$ cat config.mk
export PLATFORM = sky130hd
export DESIGN_NAME = ir_assembler
export DESIGN_NICKNAME = d
export VERILOG_FILES = /design/src/rtl/ir_pkg.sv /design/src/rtl/ir_beat_counter.sv /design/src/rtl/ir_assembler.sv
export SDC_FILE = /design/constraint.sdc
export NUM_CORES = 1
export LEC_CHECK = 0
export CAP_MARGIN = 20
export CORE_AREA = 2 2 57 46
export DETAILED_ROUTE_END_ITERATION = 7
export DIE_AREA = 0 0 59 48
export MAX_ROUTING_LAYER = met4
export PLACE_DENSITY_LB_ADDON = 0.15
export REMOVE_ABC_BUFFERS = 1
export SETUP_SLACK_MARGIN = 0.2
export SLEW_MARGIN = 20
export SYNTH_ARGS = -nofsm -noshare
export SYNTH_HDL_FRONTEND = slang
export SYNTH_HIERARCHICAL = 1
export SYNTH_SLANG_ARGS = --single-unit
$ cat constraint.sdc
create_clock -name clk -period 1.4 [get_ports clk]
set_input_delay 0.28 -clock clk [delete_from_list [all_inputs] [get_ports clk]]
set_output_delay 0.28 -clock clk [all_outputs]
set_load 0.01 [all_outputs]
$ cat src/rtl/ir_pkg.sv
// rtl/ir_pkg.sv - shared sizing helpers for the instruction register assembler
// Purpose: derives beat count and beat-counter width from the bus/instruction
//          widths, and provides the configuration legality check used at
//          elaboration by ir_assembler.
// Contents: ir_beats(), ir_cnt_w(), ir_cfg_ok()
package ir_pkg;

   // Number of fetch beats that make up one instruction.
   function automatic int ir_beats(input int inst_w, input int bus_w);
      return inst_w / bus_w;
   endfunction

   // Beat counter width: clog2(beats), but never narrower than one bit so a
   // single-beat configuration still has a legal counter register.
   function automatic int ir_cnt_w(input int beats);
      return (beats <= 1) ? 1 : $clog2(beats);
   endfunction

   // Legal when the instruction is a whole number of beats (at least one) and
   // the opcode leaves at least one address bit.
   function automatic bit ir_cfg_ok(input int inst_w, input int bus_w, input int op_w);
      return (bus_w >= 1) && (inst_w >= bus_w) && ((inst_w % bus_w) == 0) &&
             (op_w >= 1) && (op_w < inst_w);
   endfunction

endpackage

$ cat src/rtl/ir_beat_counter.sv
// rtl/ir_beat_counter.sv - modulo-BEATS beat counter for the fetch sequencer
// Purpose: counts accepted beats 0..BEATS-1, wrapping to 0 after the last.
//          Clear has priority over increment.
// Ports:
//   clk, rst_n   clock (rising edge), asynchronous active-low reset
//   inc_i        advance one beat
//   clr_i        return to beat 0
//   cnt_o        current beat index
//   last_o       current beat is the final beat of an instruction
module ir_beat_counter #(
   parameter int BEATS = 2,
   parameter int CNT_W = 1
) (
   input  logic             clk,
   input  logic             rst_n,
   input  logic             inc_i,
   input  logic             clr_i,
   output logic [CNT_W-1:0] cnt_o,
   output logic             last_o
);

   localparam logic [CNT_W-1:0] LAST_CNT = CNT_W'(BEATS - 1);

   logic [CNT_W-1:0] cnt_q, cnt_d;

   assign cnt_o  = cnt_q;
   assign last_o = (cnt_q == LAST_CNT);

   always_comb begin
      cnt_d = cnt_q;
      if (clr_i) begin
         cnt_d = '0;
      end else if (inc_i) begin
         cnt_d = last_o ? '0 : cnt_q + 1'b1;
      end
   end

   always_ff @(posedge clk or negedge rst_n) begin
      if (!rst_n) begin
         cnt_q <= '0;
      end else begin
         cnt_q <= cnt_d;
      end
   end

endmodule

$ cat src/rtl/ir_assembler.sv
// rtl/ir_assembler.sv - instruction register assembling INST_W-bit words from BUS_W-bit beats
// Purpose: collects big-endian fetch beats into one instruction and presents
//          opcode/address fields to the controller with a valid/ready handshake.
// Build option: IR_SHADOW_EN - separate assembly register so the next fetch
//          overlaps the hold of the current instruction; undefined gives a
//          single in-place register that stalls fetch while an instruction is held.
// Ports:
//   clk, rst_n            clock (rising edge), asynchronous active-low reset
//   en                    fetch enable; low discards a partial instruction
//   flush                 synchronous clear of partial and held instruction
//   in_valid/in_data      fetch beat offered
//   in_ready              beat accepted when in_valid && in_ready
//   inst_valid/inst_ready held instruction handshake
//   operation             instruction opcode field (MSBs)
//   ir_addr               instruction address field (remaining LSBs)
//   busy                  partial instruction in progress
module ir_assembler
   import ir_pkg::*;
#(
   parameter int BUS_W  = 8,
   parameter int INST_W = 16,
   parameter int OP_W   = 3
) (
   input  logic                   clk,
   input  logic                   rst_n,
   input  logic                   en,
   input  logic                   flush,
   input  logic                   in_valid,
   input  logic [BUS_W-1:0]       in_data,
   output logic                   in_ready,
   output logic                   inst_valid,
   input  logic                   inst_ready,
   output logic [OP_W-1:0]        operation,
   output logic [INST_W-OP_W-1:0] ir_addr,
   output logic                   busy
);

   localparam int BEATS  = ir_beats(INST_W, BUS_W);
   localparam int CNT_W  = ir_cnt_w(BEATS);
   localparam int ADDR_W = INST_W - OP_W;

   if (!ir_cfg_ok(INST_W, BUS_W, OP_W)) begin : g_cfg_err
      $error("ir_assembler: INST_W must be a multiple of BUS_W and OP_W < INST_W");
   end

   logic [CNT_W-1:0]  cnt;
   logic              cnt_last;
   logic              accept;
   logic [INST_W-1:0] ir_q, ir_d;
   logic              inst_valid_q, inst_valid_d;

   assign accept = in_valid && in_ready;

   // A dropped enable or a flush restarts assembly at beat 0.
   ir_beat_counter #(
      .BEATS (BEATS),
      .CNT_W (CNT_W)
   ) u_beat_counter (
      .clk    (clk),
      .rst_n  (rst_n),
      .inc_i  (accept),
      .clr_i  (!en || flush),
      .cnt_o  (cnt),
      .last_o (cnt_last)
   );

`ifdef IR_SHADOW_EN
   logic [INST_W-1:0] asm_q, asm_d;

   // Early beats always land in the assembly register; only the completing
   // beat has to wait for the output register to be free (or freed this cycle).
   assign in_ready = rst_n && en && !flush && (!cnt_last || !inst_valid_q || inst_ready);

   always_comb begin
      asm_d = asm_q;
      ir_d  = ir_q;
      if (accept) begin
         if (cnt_last) begin
            ir_d              = asm_q;
            ir_d[BUS_W-1:0]   = in_data;
         end else begin
            for (int b = 0; b < BEATS; b++) begin
               if (cnt == CNT_W'(b)) begin
                  asm_d[(BEATS-1-b)*BUS_W +: BUS_W] = in_data;
               end
            end
         end
      end
   end

   always_ff @(posedge clk or negedge rst_n) begin
      if (!rst_n) begin
         asm_q <= '0;
      end else begin
         asm_q <= asm_d;
      end
   end
`else
   // Beats overwrite the output register in place, so nothing may be
   // accepted while an instruction is still being held for the consumer.
   assign in_ready = rst_n && en && !flush && !inst_valid_q;

   always_comb begin
      ir_d = ir_q;
      if (accept) begin
         for (int b = 0; b < BEATS; b++) begin
            if (cnt == CNT_W'(b)) begin
               ir_d[(BEATS-1-b)*BUS_W +: BUS_W] = in_data;
            end
         end
      end
   end
`endif

   // Completion outranks a same-cycle consume so an overlapped fetch is not lost.
   always_comb begin
      inst_valid_d = inst_valid_q;
      if (flush) begin
         inst_valid_d = 1'b0;
      end else if (accept && cnt_last) begin
         inst_valid_d = 1'b1;
      end else if (inst_ready) begin
         inst_valid_d = 1'b0;
      end
   end

   always_ff @(posedge clk or negedge rst_n) begin
      if (!rst_n) begin
         ir_q         <= '0;
         inst_valid_q <= 1'b0;
      end else begin
         ir_q         <= ir_d;
         inst_valid_q <= inst_valid_d;
      end
   end

   assign inst_valid = inst_valid_q;
   assign operation  = ir_q[INST_W-1 -: OP_W];
   assign ir_addr    = ir_q[ADDR_W-1:0];
   assign busy       = |cnt;

endmodule
==> key figures <==
Finish
  – Finished Cell Area: 1330 sq um
  – Layout cells sized above 1: 0.664
  – Ant diodes: 0
  – Most frequent cells in the layout: buf_4, dfrtp_1, buf_2
  – Multi-input gate area: 350 sq um
  – Commonest non-fill, non-tap cell in the layout: buf_4
  – Layout area overhead: 72.4%
  – Fillers: 189
  – Nets: 122
  – Register area: 450 sq um

Global routing
  – GRT met2 Usage: 0.233
  – First-pass GRT wire length: 2.95 mm
  – Gr ovfl total: 0
  – Largest net degree at the start of global routing: 13
  – GRT Resource Usage Total: 0.153
  – GRT Max-Usage Layer: met2
  – Met3 usage: 0.0622
  – Met1 Track Usage GR: 0.191
  – Initial antenna violation count: 0
  – Vias in the first global route: 592

Detailed routing
  – Via/cell ratio: 4.49
  – DR pass1 iterations: 4
  – Total number of vias: 593
  – Routed Antenna Nets: 0
  – Initial DRC count: 7
  – Routed len/inst: 14.4 um
  – Residual DRC: 0
  – Routed wire length: 1.90 mm

Yosys
  – Synth top area cells: dfrtp_1, mux2_4, mux2_2
  – Register bit total from synthesis: 18
  – Share of the synthesized area in the top cell type: 0.583
  – Cells after synthesis: 46
  – Sequential-to-total area share from yosys stat: 0.583
  – Warnings, synthesis: 6
  – Distinct cells, synth: 13
  – Syn Area/Cell: 16.8 sq um
  – Synth area leader: dfrtp_1
  – Synthesized cell area: 772 sq um

Clock network
  – Root buffer cell: clkbuf_4
  – Num CTS Buffers: 3
  – Clk sinks: 18
  – Latest clock arrival within the worst-skew pair: 0.30 ns
  – Worst-path clk slew: 0.10 ns
  – CTS tree: done
  – CTS HTree Levels: 1
  – Clock Path Buffers: 2

Critical path
  – Startpoint types: flip-flop
  – CP max FO: 6
  – Crit Path Class: reg2reg
  – CP required: 1.59 ns
  – WP data arrival: 1.73 ns
  – Crit end category: flip-flop

Worst hold path
  – Worst hold path class: in2async

Timing
  – Final Slew Violations: 0
  – Slew headroom: 0.865
  – Setup ws final: -0.139 ns
  – Min cycle time layout: 1.54 ns
  – Final setup violation count: 17
  – Final setup TNS: -1.85 ns
  – Hold Vio Cnt, Final: 0
  – Final worst path period share: 1.10
  – RSZ-0062 raised after global routing: true
  – Highest clock rate: 650 MHz
  – Measured slew at the worst slew-check pin: 0.203 ns
  – Worst clock skew: 0.00429 ns
  – Worst hold slack: 0.127 ns

Die
  – Row cnt: 15
  – Die ar.: 2830 sq um
  – # IOs: 33
  – Starting density of the core: 0.349
  – Die height: 48 um
  – Die X: 59 um
  – Core area: 2210 sq um

Outcome
  – Outcome: finished with violations
  – Failing checks: setup timing

Place
  – Area after DPL: 1180 sq um
  – Dpl hpwl: 1.23 mm
  – Final RePlAce weighted congestion: 0.693
  – DP Worst Slack: -0.627 ns
  – PortBufs: 32

Power and ir drop
  – VDD IR-drop max: 0.632 mV
  – Pwr dens: 945 nW/um^2
  – Total Power: 1.26 mW
  – Pleak: 0.728 nW

Flow run
  – Max_cap viols: 0
## worst max-delay path, cell delays in order, from the launching register on
cell and delay (ns):
dfrtp_1 0.39, nand4b_4 0.18, or3_4 0.42, buf_8 0.15, mux2_4 0.29
## flip-flops by register name (all words and copies together) (netlist names)
name and flops:
inst_valid 1, ir_q 16, u_beat_counter/cnt_o 1
## report_power, final
group	internal, mW	total [mW]	switching, mW
Clock	0.159	0.317	0.158
Sequential	0.579	0.608	0.0293
Combinational	0.215	0.334	0.119
Total	0.953	1.26	0.306
## synthesized netlist by cell type
library cell	number
dfrtp_1	18
mux2_2	8
mux2_4	8
nor2_1	3
a22o_1	1
buf_4	1
buf_6	1
nand4b_4	1
nor3b_1	1
nor3b_4	1
or2b_1	1
or3_1	1
xnor2_1	1
## routing by layer
| metal | vias up | routed length (um) | part of all wire |
|---|---|---|---|
| li1 | 282 | - | - |
| met1 | 284 | 854 | 0.45 |
| met2 | 22 | 884 | 0.46 |
| met3 | 5 | 147 | 0.077 |
| met4 | 0 | 17 | 0.0089 |
| met5 | - | 0 | 0 |
## logic make-up after synthesis
family / after synthesis / share of synthesized area
flip-flops: 18 / 0.583
multiplexers: 16 / 0.272
AND/OR/NAND/NOR: 8 / 0.0973
buffers and inverters: 2 / 0.0243
AO/OA/AOI/OAI: 1 / 0.0113
XOR/XNOR: 1 / 0.0113
## path summary, 6_finish.rpt
path | from | end | slack, ns | cells past startpoint
max in group asynchronous | rst_n | ir_q[3]$_DFFE_PN0P_ | 1.09 | 2
worst min-delay path | rst_n | ir_q[4]$_DFFE_PN0P_ | 0.13 | 2
worst min register to register | ir_q[10]$_DFFE_PN0P_ | ir_q[10]$_DFFE_PN0P_ | 0.52 | 1
min in group clk | flush | u_beat_counter/cnt_o$_DFFE_PN0P_ | 0.39 | 4
worst max register to register | inst_valid$_DFFE_PN0P_ | ir_q[11]$_DFFE_PN0P_ | -0.14 | 4
worst max-delay path | inst_valid$_DFFE_PN0P_ | ir_q[11]$_DFFE_PN0P_ | -0.14 | 4
## area by class of cell
cell class / instances / share of cell area
Multi-Input combinational cell: 26 / 0.263
Tap cell: 25 / 0.0235
Sequential cell: 18 / 0.338
Clock buffer: 4 / 0.0273
Timing Repair Buffer: 59 / 0.348
## stage by stage
stage | utilization | instances
3_5_place_dp | 0.533 | 111
5_1_grt | 0.601 | 132
4_1_cts | 0.598 | 127
6_report | 0.601 | 132
2_1_floorplan | - | 44
3_3_place_gp | 0.533 | 111
## timing repair
action,4_1_cts,5_1_grt
endpoints found under the setup margin,35,26
resized for setup,92,8
buffers inserted,12,5
pin swaps,2,5
hold buffers,0,0
Power figures use the tool's default switching activity.
